<file path="config.mk">
export PLATFORM = sky130hd
export DESIGN_NAME = cpu_apb_bridge
export DESIGN_NICKNAME = d
export VERILOG_FILES = /design/src/rtl/apb_pkg.sv /design/src/rtl/apb_timeout_timer.sv /design/src/rtl/cpu_apb_bridge.sv
export SDC_FILE = /design/constraint.sdc
export NUM_CORES = 1
export LEC_CHECK = 0
export CAP_MARGIN = 20
export CORE_MARGIN = 5
export CORE_UTILIZATION = 50
export DETAILED_ROUTE_END_ITERATION = 10
export DONT_BUFFER_PORTS = 1
export HOLD_SLACK_MARGIN = 0.03
export PLACE_DENSITY = 0.77
export SLEW_MARGIN = 5
export SYNTH_ARGS = -nofsm -noshare
export SYNTH_HDL_FRONTEND = slang
export SYNTH_SLANG_ARGS = --single-unit
export TNS_END_PERCENT = 10
</file>
<file path="constraint.sdc">
create_clock -name Pclk -period 3.1 [get_ports Pclk]
set_input_delay 0.93 -clock Pclk [delete_from_list [all_inputs] [get_ports Pclk]]
set_output_delay 0.93 -clock Pclk [all_outputs]
set_load 0.1 [all_outputs]
</file>
<file path="src/rtl/apb_pkg.sv">
// Shared APB definitions: bridge FSM states, peripheral address map,
// default window/timeout constants and the window decode helper.
package apb_pkg;

    typedef enum logic [1:0] {
        ST_IDLE   = 2'd0,
        ST_SETUP  = 2'd1,
        ST_ACCESS = 2'd2,
        ST_RESP   = 2'd3
    } apb_state_e;

    // Peripheral register map, shared with apb_peripheral.
    localparam logic [31:0] APB_ADDR_LED = 32'h2000_0000;
    localparam logic [31:0] APB_ADDR_SW1 = 32'h2000_0004;
    localparam logic [31:0] APB_ADDR_SW2 = 32'h2000_0008;
    localparam logic [31:0] APB_ADDR_SEG = 32'h2000_000C;

    localparam logic [31:0] APB_BASE_ADDR      = APB_ADDR_LED;
    localparam logic [31:0] APB_WINDOW_SIZE    = 32'h0000_0010;
    localparam int          APB_TIMEOUT_CYCLES = 16;

    // Word-aligned and inside [base, base+size); the 33-bit compare keeps a
    // window that ends at the top of the address space from wrapping.
    function automatic logic addr_decode_ok(input logic [31:0] addr,
                                            input logic [31:0] base,
                                            input logic [31:0] size);
        logic [32:0] a;
        logic [32:0] lo;
        logic [32:0] hi;
        a  = {1'b0, addr};
        lo = {1'b0, base};
        hi = lo + {1'b0, size};
        return (a >= lo) && (a < hi) && (addr[1:0] == 2'b00);
    endfunction

endpackage

</file>
<file path="src/rtl/apb_timeout_timer.sv">
// Counts ACCESS cycles spent waiting for Pready; expired_o flags the last
// allowed wait cycle so the bridge can abort on that same cycle.
module apb_timeout_timer #(
    parameter int TIMEOUT_CYCLES = 16
) (
    input  logic clk,
    input  logic rst_n,
    input  logic clear_i,
    input  logic enable_i,
    output logic expired_o
);

    localparam int            CW   = (TIMEOUT_CYCLES > 0) ? $clog2(TIMEOUT_CYCLES + 1) : 1;
    localparam logic [CW-1:0] LAST = CW'(TIMEOUT_CYCLES - 1);

    logic [CW-1:0] count_q;
    logic [CW-1:0] count_d;

    // Next count: clear has priority over counting.
    always_comb begin
        count_d = count_q;
        if (clear_i) begin
            count_d = '0;
        end else if (enable_i) begin
            count_d = count_q + 1'b1;
        end
    end

    // Counter register.
    // NOTE: sequential state is updated with non-blocking assignments only, so
    // every flop samples the values from before the clock edge.
    always_ff @(posedge clk or negedge rst_n) begin
        if (!rst_n) begin
            count_q <= '0;
        end else begin
            count_q <= count_d;
        end
    end

    assign expired_o = (count_q == LAST);

endmodule

</file>
<file path="src/rtl/cpu_apb_bridge.sv">
// CPU load/store (valid/ready) to APB3 master bridge. One transfer in
// flight: decode, SETUP, ACCESS with wait/timeout handling, then a held
// response until the CPU accepts it.
module cpu_apb_bridge
    import apb_pkg::*;
#(
    parameter logic [31:0] BASE_ADDR      = APB_BASE_ADDR,
    parameter logic [31:0] WINDOW_SIZE    = APB_WINDOW_SIZE,
    parameter int          TIMEOUT_CYCLES = APB_TIMEOUT_CYCLES
) (
    input  logic        Pclk,
    input  logic        Prst,
    input  logic        req_valid,
    output logic        req_ready,
    input  logic [31:0] req_addr,
    input  logic        req_write,
    input  logic [31:0] req_wdata,
    output logic        rsp_valid,
    input  logic        rsp_ready,
    output logic [31:0] rsp_rdata,
    output logic        rsp_err,
    output logic [31:0] Paddr,
    output logic        Pwrite,
    output logic        Psel,
    output logic        Penable,
    output logic [31:0] Pwdata,
    input  logic [31:0] Prdata,
    input  logic        Pready,
    input  logic        Pslverr
);

    apb_state_e  state_q, state_d;
    logic [31:0] paddr_q, paddr_d;
    logic        pwrite_q, pwrite_d;
    logic [31:0] pwdata_q, pwdata_d;
    logic        psel_q, psel_d;
    logic        penable_q, penable_d;
    logic        rsp_valid_q, rsp_valid_d;
    logic [31:0] rsp_rdata_q, rsp_rdata_d;
    logic        rsp_err_q, rsp_err_d;

    logic decode_ok;
    logic timer_clear;
    logic timer_enable;
    logic timer_expired;

    assign decode_ok    = addr_decode_ok(req_addr, BASE_ADDR, WINDOW_SIZE);
    assign timer_clear  = (state_q == ST_SETUP);
    assign timer_enable = (state_q == ST_ACCESS) && !Pready;

    generate
        if (TIMEOUT_CYCLES != 0) begin : g_timer
            apb_timeout_timer #(
                .TIMEOUT_CYCLES(TIMEOUT_CYCLES)
            ) u_timer (
                .clk      (Pclk),
                .rst_n    (Prst),
                .clear_i  (timer_clear),
                .enable_i (timer_enable),
                .expired_o(timer_expired)
            );
        end else begin : g_no_timer
            assign timer_expired = 1'b0;
        end
    endgenerate

    // State register; an asynchronous reset abandons any transfer in flight.
    always_ff @(posedge Pclk or negedge Prst) begin
        if (!Prst) begin
            state_q <= ST_IDLE;
        end else begin
            state_q <= state_d;
        end
    end

    // Next-state logic; Pready wins over a timeout in the same cycle.
    always_comb begin
        state_d = state_q;
        case (state_q)
            ST_IDLE:   if (req_valid) state_d = decode_ok ? ST_SETUP : ST_RESP;
            ST_SETUP:  state_d = ST_ACCESS;
            ST_ACCESS: if (Pready || timer_expired) state_d = ST_RESP;
            ST_RESP:   if (rsp_ready) state_d = ST_IDLE;
            default:   state_d = ST_IDLE;
        endcase
    end

    // Output next-values: bus strobes follow the next state so every output
    // leaves a flop; request fields and response payload update on events.
    // NOTE: every signal gets a default before the case so no path leaves it
    // unassigned, which would otherwise infer a latch.
    always_comb begin
        paddr_d     = paddr_q;
        pwrite_d    = pwrite_q;
        pwdata_d    = pwdata_q;
        rsp_rdata_d = rsp_rdata_q;
        rsp_err_d   = rsp_err_q;
        psel_d      = (state_d == ST_SETUP) || (state_d == ST_ACCESS);
        penable_d   = (state_d == ST_ACCESS);
        rsp_valid_d = (state_d == ST_RESP);
        case (state_q)
            ST_IDLE: begin
                if (req_valid) begin
                    rsp_rdata_d = '0;
                    rsp_err_d   = !decode_ok;
                    if (decode_ok) begin
                        paddr_d  = req_addr;
                        pwrite_d = req_write;
                        pwdata_d = req_wdata;
                    end
                end
            end
            ST_ACCESS: begin
                if (Pready) begin
                    rsp_rdata_d = pwrite_q ? '0 : Prdata;
                    rsp_err_d   = Pslverr;
                end else if (timer_expired) begin
                    rsp_rdata_d = '0;
                    rsp_err_d   = 1'b1;
                end
            end
            default: ;
        endcase
    end

    // Output registers.
    // NOTE: every register here is a plain flop with a reset value; there is
    // no memory array, so nothing is left uninitialised after reset.
    always_ff @(posedge Pclk or negedge Prst) begin
        if (!Prst) begin
            paddr_q     <= '0;
            pwrite_q    <= 1'b0;
            pwdata_q    <= '0;
            psel_q      <= 1'b0;
            penable_q   <= 1'b0;
            rsp_valid_q <= 1'b0;
            rsp_rdata_q <= '0;
            rsp_err_q   <= 1'b0;
        end else begin
            paddr_q     <= paddr_d;
            pwrite_q    <= pwrite_d;
            pwdata_q    <= pwdata_d;
            psel_q      <= psel_d;
            penable_q   <= penable_d;
            rsp_valid_q <= rsp_valid_d;
            rsp_rdata_q <= rsp_rdata_d;
            rsp_err_q   <= rsp_err_d;
        end
    end

    assign req_ready = (state_q == ST_IDLE);
    assign rsp_valid = rsp_valid_q;
    assign rsp_rdata = rsp_rdata_q;
    assign rsp_err   = rsp_err_q;
    assign Paddr     = paddr_q;
    assign Pwrite    = pwrite_q;
    assign Pwdata    = pwdata_q;
    assign Psel      = psel_q;
    assign Penable   = penable_q;

endmodule

</file>
# Word level (Yosys, flattened, before mapping)
# Index checks and enable logic that the tools add are counted.
# totals
in_bits	103
register_bits	108
out_inout_bits	102
# classes
addsub	1
n_reduce_logical	13
magnitude_cmp	2
mux	16
n_eq_ne	9
# ops
cell	n
$mux W32	4
$pmux W32 S2	1
$ge A32 B30 Y1 const B	1
$lt A32 B30 Y1 const B	1
$mux W5	2
$eq A2 B2 Y1 const B	4
$mux W2	4
$pmux W2 S4	1
$reduce_and A3 Y1	2
$add A5 B1 Y5 const B	1
$eq A5 B4 Y1 const B	1
$eq A2 B1 Y1 const B	2
$logic_not A2 Y1	2
$reduce_bool A2 Y1	2
$logic_and A1 B1 Y1	3
$mux W1	3
$ne A3 B3 Y1 const B	1
$logic_not A1 Y1	2
$logic_or A1 B1 Y1	2
$ne A2 B2 Y1 const B	1
$pmux W1 S2	1

# Logic depth before layout (Yosys ltp)
# Gate-level depths: netlist of the first run.
# logic_depth
word_depth	8
mapped_depth	7
depth_no_buf	7

# Modules after synthesis
# Synthesis of the first run repeated with hierarchy kept, for this count alone.
# hier_totals
cells_unflattened	271
area_unflattened_um2	3990.1
# modules_own_cells
module	n_inst	area_each_um2	cells_per_inst
cpu_apb_bridge	1	3719.8	248
apb_timeout_timer	1	270.3	23

# Worst setup path after synthesis of the first run
# OpenSTA, ideal clock, no wires.
# synth_path
path_kind	register to register
start	reg state_q[0]
end	reg paddr_q[2], in the netlist Paddr[2]
path_buffers	2
stages_incl_launch_ff	7
period_less_slack_ps	2869
setup_ps	128
required_ps	2972
path_slack_ps	231
arrival_time_ps	2740
path_cell_list	dfrtp_1 > nor2_1 > nand2_1 > nor3_1 > buf_4 > buf_6 > mux2_1
# synth_via
elab_chain_len	2
# synth_rtl
element	line_no	rtl
start: declaration	cpu_apb_bridge.sv:32	apb_state_e state_q, state_d;
start signal: assignment	cpu_apb_bridge.sv:72	state_q <= state_d;
$logic_not A2 Y1	n/a	
via req_ready	cpu_apb_bridge.sv:14	output logic req_ready,
$reduce_and A3 Y1 (no source line)	n/a	
end signal: assignment	cpu_apb_bridge.sv:140	paddr_q <= paddr_d;
end: declaration	cpu_apb_bridge.sv:33	logic [31:0] paddr_q, paddr_d;
# The timed path passes the listed nets, and every way through them passes these cells.
# A chain may end at the register's enable or synchronous reset.

# Worst setup path in the final report of the first run
# layout_path
start	reg state_q[0]
end	out req_ready
# layout_via
elab_chain_len	1
# layout_rtl
element	line_no	rtl
$logic_not A2 Y1	cpu_apb_bridge.sv:151	assign req_ready = (state_q == ST_IDLE);
end: declaration	cpu_apb_bridge.sv:14	
# Every way passes these cells.

==> results of run 1 <==
[registers in the layout, summed over array words and instances, names as in the netlist, named ones only]
signal / flops
Paddr: 32
Penable: 1
Psel: 1
Pwdata: 32
Pwrite: 1
g_timer.u_timer.count_q: 5
rsp_err: 1
rsp_rdata: 32
rsp_valid: 1
state_q: 1
[stage by stage]
stage | power (uW) | hold slack [ps] | cells
global route | 4940 | 208 | 389
finish | 4760 | 254 | 389
floorplan | 3790 | 470 | 280
detailed placement | 3990 | 501 | 373
CTS | 4790 | 229 | 389
global placement | 3940 | 490 | 372
[path summary, 6_finish.rpt]
kind / startpoint / to / slack, ps / depth (start not counted)
worst max-delay path: state_q[0] / req_ready / 780 / 2
worst min-delay path: Prst / Pwdata[0] / 250 / 0
min in group Pclk: g_timer.u_timer.count_q[4] / g_timer.u_timer.count_q[4] / 530 / 2
worst max register to register: state_q[0] / Pwdata[2] / 920 / 6
max in group asynchronous: Prst / g_timer.u_timer.count_q[3] / 2720 / 0
worst min register to register: g_timer.u_timer.count_q[4] / g_timer.u_timer.count_q[4] / 530 / 2
[layer usage]
| metal | up-vias | global-route usage (%) | part of all wire, % |
|---|---|---|---|
| met1 | 1136 | 20.5 | 37 |
| met2 | 139 | 30.3 | 50 |
| met4 | 0 | 5.67 | 1.1 |
| met5 | - | 0 | 0 |
| li1 | 999 | - | - |
| met3 | 8 | 8.13 | 12 |
[area by class of cell]
cell class | instances | area, um2
multi-input cells | 154 | 1240
clock inverters | 6 | 56.3
well taps | 102 | 128
inverters | 3 | 11.3
repair buffers | 6 | 65.1
clock buffers | 10 | 128
fillers | 624 | 3470
flip-flops and latches | 108 | 2700
[kinds of logic (layout without fill, tap and decap cells)]
group	count (synthesis)	after routing
flip-flops	108	108
AND/OR/NAND/NOR	63	63
AO/OA/AOI/OAI	52	52
multiplexers	35	35
buffers and inverters	18	25
adder cells (fa/ha/maj)	4	4
[power breakdown]
group	total, uW	switching (uW)	internal [uW]	leakage, uW
combinational	599	318	281	0.000604
sequential	3360	1740	1610	0.00145
clock	804	492	312	0.0000913
total	4760	2550	2210	0.00215
[cells in the final DEF (no fill, tap or decap), types with 2 or more instances in the layout]
master | synthesis | routed
o21ai_0 | 8 | 8
clkbuf_8 | 0 | 9
nor2_1 | 4 | 2
nor2b_1 | 30 | 30
a22o_1 | 32 | 32
a21oi_1 | 7 | 7
buf_4 | 1 | 4
nor2_2 | 0 | 2
ha_1 | 4 | 4
mux2_2 | 15 | 15
nor4_1 | 6 | 6
inv_6 | 0 | 2
inv_1 | 2 | 2
and3_1 | 2 | 2
nand2_1 | 6 | 6
inv_8 | 0 | 2
nand4_1 | 2 | 2
nor3_1 | 5 | 4
mux2_1 | 20 | 20
dfrtp_1 | 108 | 108
or2_2 | 2 | 2
[cells in the mapped netlist, drive strengths merged (4+ instances only)]
master,n
clkbuf,5
nor2,4
buf,10
dfrtp,108
nor3,5
a21oi,7
mux2,35
ha,4
nor2b,30
o21ai,8
a22o,32
nor4,6
nand2,6
[critical path, stage by stage (launching register included)]
cell and delay (ps):
dfrtp_1 560, nor2_2 160, buf_4 310
==> flow_metrics.env, run 1 <==
export IMPL_fin_crit_sh_pct=74.9
export IMPL_wl_mm=9.00
export IMPL_finalHoldViolCount=0
export IMPL_maxCapViolations=0
export IMPL_netlist_area_um2=4030
export IMPL_pre_cts_slack_ps=394
export IMPL_synth_top_family_by_area="compound AO/OA/AOI/OAI gates"
export IMPL_fin_ws_ps=780
export IMPL_ant_nets=0
export IMPL_yosys_top_cells_area="dfrtp_1, a22o_1, mux2_1"
export IMPL_area_growth_synth_to_final_pct=7.51
export IMPL_outcome="complete, no violations"
export IMPL_grt_overflow_total=0
export IMPL_yosys_register_bits=108
export IMPL_p_leak_uw=0.00215
export IMPL_place_area_um2=4150
export IMPL_drt_iter0_markers=76
export IMPL_yosysTopAreaCell="dfrtp_1"
export IMPL_clock_tree_root_cell="clkbuf_8"
export IMPL_clk_pin_slew_ps=100
export IMPL_max_freq_ghz=0.431
export IMPL_syn_nets=387
export IMPL_grt_util_all_layers_pct=18.0
export IMPL_async_reset_ff_share_pct=100
export IMPL_synthCells=280
export IMPL_drc_errors=0
export IMPL_die_h_um=99.8
export IMPL_clk_latency_ps=360
export IMPL_vias=2282
export IMPL_grt_pass1_vias=2520
export IMPL_antenna_found_initial=0
export IMPL_grt_max_degree=109
export IMPL_portBuffers=0
export IMPL_yosysWarnings=0
export IMPL_cts_resized=0
export IMPL_avgSynthCellArea_um2=14.4
export IMPL_crit_required_ps=2170
export IMPL_cts_tree="yes"
export IMPL_cts_sinks=108
export IMPL_drv_slew=0
export IMPL_critical_path_arrival_ps=1390
export IMPL_start_kind="flip-flop"
export IMPL_start_util_pct=51.6
export IMPL_synth_distinct_cells=32
export IMPL_synth_enable_flop_cells=0
export IMPL_worstSetupPathType="flip-flop to primary output"
export IMPL_die_area_um2=9960
export IMPL_design_area_um2=4330
export IMPL_gp_congestion=0.774
export IMPL_htreeDepth=3
export IMPL_synth_fa_ha_area_share_pct=1.24
export IMPL_ys_flop_type="dfrtp_1"
export IMPL_rsz0062_at_grt="false"
export IMPL_ctsHoldBuffers=0
export IMPL_drtPass1Iterations=4
export IMPL_clock_skew_ps=9.49
export IMPL_numCtsBuffers=9
export IMPL_wl_per_cell_um=23.1
export IMPL_num_io_pins=205
export IMPL_cp_max_fo=15
export IMPL_antenna_cells=0
export IMPL_cp_end_kind="primary output"
export IMPL_ys_seq_area_share_pct=67.0
export IMPL_worst_pin_slew_ps=986
export IMPL_placeableCoreArea_um2=7810
export IMPL_p_per_area_nw_per_um2=1100
export IMPL_fp_dieW_um=99.8
export IMPL_final_util_pct=55.5
export IMPL_min_path_type="input pin to async pin"
export IMPL_peakVddDrop_uv=1070
export IMPL_row_count=32
export IMPL_layout_drive_gt1_share_pct=15.0
export IMPL_hpwlAfterDp_mm=6.62
export IMPL_post_cts_buffers=0
export IMPL_slew_headroom_pct=34.3
export IMPL_viasPerCell=5.87
export IMPL_synth_compound_area_share_pct=10.2
export IMPL_clockBufferDepth=2
export IMPL_yosys_mux_area_fraction_pct=9.78
export IMPL_synth_xor_area_share_pct=0
export IMPL_setup_viol=0
export IMPL_finalCriticalPeriod_ps=2320
export IMPL_grt_pass1_wl_mm=13.9
export IMPL_tns_ps=0
export IMPL_nets=389
export IMPL_synth_top_area_share_pct=67.0
export IMPL_synth_simple_area_share_pct=9.37
Power figures use the tool's default switching activity.
==> run 2, diff against run 1 <==
- clock period: 3.1 -> 2.3 ns (I/O delays scaled with it)
==> flow_metrics.env, run 2 (same netlist as run 1, synthesis figures left out) <==
export IMPL_outcome="complete, no violations"
export IMPL_setup_viol=0
export IMPL_clock_skew_ps=15.2
export IMPL_holdWs_ps=11.3
export IMPL_drt_iter0_markers=41
export IMPL_path_cells="nor2_4 -> buf_4"
export IMPL_cts_sinks=108
export IMPL_p_leak_uw=0.00250
export IMPL_cp_slowest_stage_delay_ps=580
export IMPL_grt_pass1_wl_mm=14.6
export IMPL_gp_congestion=0.786
export IMPL_cp_max_fo=15
export IMPL_grt_util_all_layers_pct=18.9
export IMPL_clockBufferDepth=2
export IMPL_cp_slowest_cell="dfrtp_1"
export IMPL_clk_pin_slew_ps=110
export IMPL_drv_slew=0
export IMPL_power_frac_seq_pct=35.1
export IMPL_final_util_pct=62.0
export IMPL_maxCapViolations=0
export IMPL_p_total_uw=6860
export IMPL_ant_nets=0
export IMPL_reg2reg_to="Psel"
export IMPL_min_path_type="input pin to async pin"
export IMPL_slew_headroom_pct=37.2
export IMPL_layout_commonest_cell="dfrtp_1"
export IMPL_max_freq_ghz=0.469
export IMPL_final_cell_mix="dfrtp_1, buf_4, a22o_1"
export IMPL_placeableCoreArea_um2=7810
export IMPL_start_util_pct=51.6
export IMPL_hpwlAfterDp_mm=7.03
export IMPL_antenna_found_initial=0
export IMPL_grt_max_degree=109
export IMPL_reg2reg_from="g_timer.u_timer.count_q[0]"
export IMPL_nets=457
export IMPL_worst_r2r_path_depth=7
export IMPL_combPwrFrac_pct=49.1
export IMPL_antenna_cells=0
export IMPL_fin_crit_sh_pct=92.7
export IMPL_worstSetupPathType="flip-flop to primary output"
export IMPL_grt_pass1_vias=2751
export IMPL_fillers=597
export IMPL_cts_resized=0
export IMPL_wl_mm=9.51
export IMPL_layout_drive_gt1_share_pct=31.5
export IMPL_rsz0062_at_grt="false"
export IMPL_worst_pin_slew_ps=941
export IMPL_finalHoldViolCount=0
export IMPL_swShare_pct=51.3
export IMPL_row_count=32
export IMPL_area_growth_synth_to_final_pct=20.1
export IMPL_finalCriticalPeriod_ps=2130
export IMPL_drtPass1Iterations=4
export IMPL_die_area_um2=9960
export IMPL_portBuffers=0
export IMPL_clock_tree_root_cell="clkbuf_8"
export IMPL_drc_errors=0
export IMPL_placedCellCount=441
export IMPL_grt_overflow_total=0
export IMPL_wl_per_cell_um=20.8
export IMPL_clk_latency_ps=360
export IMPL_critical_path_arrival_ps=1440
export IMPL_num_io_pins=205
export IMPL_cp_end_kind="primary output"
export IMPL_start_kind="flip-flop"
export IMPL_power_share_clock_pct=15.8
export IMPL_vias=2563
export IMPL_numCtsBuffers=9
export IMPL_internal_power_uw=3340
export IMPL_stdcell_count=457
export IMPL_post_cts_buffers=0
export IMPL_htreeDepth=3
export IMPL_p_per_area_nw_per_um2=1420
export IMPL_peakVddDrop_uv=1210
export IMPL_design_area_um2=4840
export IMPL_ff2ff_setup_slack_ps=190
export IMPL_die_h_um=99.8
export IMPL_viasPerCell=5.61
export IMPL_p_switching_uw=3520
export IMPL_fp_dieW_um=99.8
export IMPL_crit_required_ps=1610
export IMPL_cts_tree="yes"
export IMPL_place_area_um2=4660
run 2: cell types whose count changed in the layout (fill, tap and decap cells not counted):
cell / delta
buf_4: +69
nor2_4: +1
buf_8: -1
clkinv_2: +1
clkinv_4: +1
clkinvlp_4: +1
clkbuf_1: -1
inv_6: -2
nor2_2: -1
run 2: layout make-up:
| class | count | area, um2 | area share [%] |
|---|---|---|---|
| clock inverters | 7 | 60.1 | 1.24 |
| repair buffers | 74 | 568 | 11.7 |
| well taps | 102 | 128 | 2.64 |
| inverters | 3 | 11.3 | 0.233 |
| multi-input cells | 154 | 1250 | 25.8 |
| clock buffers | 9 | 124 | 2.56 |
| flip-flops and latches | 108 | 2700 | 55.8 |
run 2: metal layers:
layer  GRT usage, %  wire length (um)  part of all wire, %
met5              0                 0                    0
met1           22.1              3670                   39
met2           33.2              4760                   50
met4           6.51               142                  1.5
met3           5.42               938                  9.9
run 2: per-stage QoR:
stage               setup TNS, ps  worst slack, ps
finish                          0              169
global route                    0             67.3
CTS                             0              164
detailed placement          -8240             -210
global placement            -3880             -130
floorplan                       0              205
run 2: worst max path at each step:
stage | startpoint | to | slack [ps] | cells past startpoint
2_1_floorplan | req_addr[21] | Paddr[2] | 200 | 6
3_5_place_dp | req_addr[21] | Paddr[2] | -210 | 5
3_3_place_gp | req_addr[21] | Pwrite | -130 | 5
4_1_cts | state_q[0] | req_ready | 160 | 2
5_1_grt | g_timer.u_timer.count_q[0] | Psel | 70 | 7
6_report | state_q[0] | req_ready | 170 | 2
run 2: power groups by stage:
stage	registers (uW)	clock network (uW)	logic (uW)
finish	2410	1080	3370
global route	2450	1190	3480
CTS	2410	1100	3380
detailed placement	2440	0	3380
global placement	2420	0	3330
floorplan	4440	0	670
run 2: worst max-delay path, delay by kind of cell, from the launching register on:
| family | cells | cell delay [ps] |
|---|---|---|
| buffers and inverters | 1 | 310 |
| and+or+nand+nor | 1 | 200 |
| DFF | 1 | 580 |
==> run 3, diff against run 2 <==
- ABC_AREA: default -> 1
==> flow_metrics.env, run 3 <==
export IMPL_outcome="complete, no violations"
export IMPL_fillers=728
export IMPL_grt_max_degree=109
export IMPL_synth_top_family_by_area="simple AND/OR/NAND/NOR gates"
export IMPL_cp_slowest_cell="dfrtp_1"
export IMPL_numCtsBuffers=9
export IMPL_cts_tree="yes"
export IMPL_maxCapViolations=0
export IMPL_p_per_area_nw_per_um2=1320
export IMPL_synth_compound_area_share_pct=9.78
export IMPL_fp_dieW_um=104
export IMPL_drv_slew=0
export IMPL_cp_slowest_stage_delay_ps=460
export IMPL_synthTopCellsByCount="nand2_1, dfrtp_1, inv_1"
export IMPL_finalHoldViolCount=0
export IMPL_final_cell_mix="nand2_1, dfrtp_1, buf_4"
export IMPL_synth_enable_flop_cells=0
export IMPL_synth_fa_ha_area_share_pct=1.13
export IMPL_antenna_cells=0
export IMPL_grt_overflow_total=0
export IMPL_design_area_um2=5440
export IMPL_clock_tree_root_cell="clkbuf_8"
export IMPL_cp_end_kind="primary output"
export IMPL_yosys_register_bits=108
export IMPL_hpwlAfterDp_mm=7.76
export IMPL_cp_top_family="flip-flops"
export IMPL_placeableCoreArea_um2=8680
export IMPL_synthCells=466
export IMPL_start_util_pct=50.9
export IMPL_path_cells="nor2_2 -> buf_4"
export IMPL_synth_xor_area_share_pct=0
export IMPL_clockBufferDepth=2
export IMPL_gp_congestion=0.824
export IMPL_rsz0062_at_grt="false"
export IMPL_row_count=34
export IMPL_netlist_area_um2=4420
export IMPL_worstSetupPathType="flip-flop to primary output"
export IMPL_fin_crit_sh_pct=84.9
export IMPL_max_freq_ghz=0.512
export IMPL_die_area_um2=10800
export IMPL_cts_resized=0
export IMPL_drc_errors=0
export IMPL_drtPass1Iterations=4
export IMPL_p_total_uw=7180
export IMPL_tns_ps=0
export IMPL_nets=669
export IMPL_drt_iter0_markers=138
export IMPL_num_io_pins=205
export IMPL_synth_top_area_share_pct=61.2
export IMPL_yosysWarnings=0
export IMPL_layout_drive_gt1_share_pct=23.8
export IMPL_setup_viol=0
export IMPL_grt_pass1_vias=3519
export IMPL_synth_simple_area_share_pct=19.7
export IMPL_worst_pin_slew_ps=469
export IMPL_synth_distinct_cells=21
export IMPL_yosys_mux_area_fraction_pct=0
export IMPL_peakVddDrop_uv=1160
export IMPL_critical_path_arrival_ps=1260
export IMPL_vias=3436
export IMPL_avgSynthCellArea_um2=9.48
export IMPL_cp_max_fo=3
export IMPL_htreeDepth=3
export IMPL_area_growth_synth_to_final_pct=23.1
export IMPL_crit_required_ps=1610
export IMPL_clk_latency_ps=350
export IMPL_antenna_found_initial=0
export IMPL_wl_mm=10.6
export IMPL_die_h_um=104
export IMPL_async_reset_ff_share_pct=100
export IMPL_cp_num_buf_inv=1
export IMPL_yosys_top_cells_area="dfrtp_1, nand2_1, a21boi_0"
export IMPL_layout_commonest_cell="nand2_1"
export IMPL_portBuffers=0
export IMPL_syn_nets=573
export IMPL_start_kind="flip-flop"
export IMPL_finalCriticalPeriod_ps=1950
export IMPL_cts_sinks=108
export IMPL_grt_pass1_wl_mm=17.5
export IMPL_ys_flop_type="dfrtp_1"
export IMPL_place_area_um2=5240
export IMPL_yosysMostFrequentCell="nand2_1"
export IMPL_wl_per_cell_um=15.6
export IMPL_ys_seq_area_share_pct=61.2
export IMPL_clk_pin_slew_ps=110
export IMPL_clock_skew_ps=12.1
export IMPL_min_path_type="input pin to async pin"
export IMPL_yosysTopAreaCell="dfrtp_1"
export IMPL_slew_headroom_pct=68.7
export IMPL_viasPerCell=5.09
export IMPL_ant_nets=0
export IMPL_p_leak_uw=0.00303
export IMPL_grt_util_all_layers_pct=19.5
==> run 3: changes by cell type after synthesis, moves of 4 or more <==
cell      change
mux2_1       -20
a21oi_1       -4
nor4_1        -6
o21ai_0      +28
nor2_1       +25
nand3_1      +35
a22o_1       -32
nor2b_1      -30
nand2_1     +123
mux2_2       -15
buf_4         +4
a21boi_0     +28
nand3_2       +6
inv_1        +54
==> run 3: per-stage QoR <==
step                utilization (%)  hold slack [ps]  setup WS, ps  cells
CTS                            62.6            -7.43           319    675
global route                   62.6            -14.3           190    675
global placement               60.4              397           460    659
detailed placement             60.4              397           359    659
floorplan                         -              394           193    466
finish                         62.6             14.8           347    675
==> run 3: final timing paths <==
path / end / cells past startpoint / slack (ps) / startpoint
max reg2reg: Psel / 9 / 360 / g_timer.u_timer.count_q[0]
max: req_ready / 2 / 350 / state_q[0]
max in group asynchronous: Paddr[25] / 0 / 2070 / Prst
min: Paddr[29] / 0 / 10 / Prst
min reg2reg: g_timer.u_timer.count_q[3] / 1 / 480 / g_timer.u_timer.count_q[3]
min in group Pclk: Pwdata[1] / 2 / 450 / req_wdata[1]
==> run 3: metal layers <==
metal / GRT usage (%) / part of all wire (%) / wire [um]
met1: 25.0 / 40 / 4220
met2: 31.1 / 49 / 5160
met3: 7.01 / 10 / 1090
met4: 5.64 / 0.87 / 92
met5: 0 / 0 / 0
==> run 3: power by group <==
part | switching [uW] | internal, uW | leakage, uW
Clock | 636 | 466 | 0.000100
Combinational | 3070 | 648 | 0.00147
Sequential | 130 | 2230 | 0.00146
==> run 3: logic make-up after synthesis <==
| kind of cell | after synthesis |
|---|---|
| AND/OR/NAND/NOR | 205 |
| flip-flops | 108 |
| buffers and inverters | 79 |
| AO/OA/AOI/OAI | 70 |
| adder cells (fa/ha/maj) | 4 |
==> run 3: repair_timing <==
action / in CTS / in global routing
endpoints found under the hold margin: 108 / 108
setup endpoints to repair: 0 / 0
buffers inserted: 0 / 0
==> run 3: layout make-up <==
class                   instances  area [um2]  share of cell area, %
inverters                      56         210                   3.87
flip-flops and latches        108        2700                   49.7
multi-input cells             279        1360                   25.0
clock inverters                 5        43.8                  0.806
repair buffers                108         836                   15.4
well taps                     108         135                   2.49
clock buffers                  11         151                   2.78
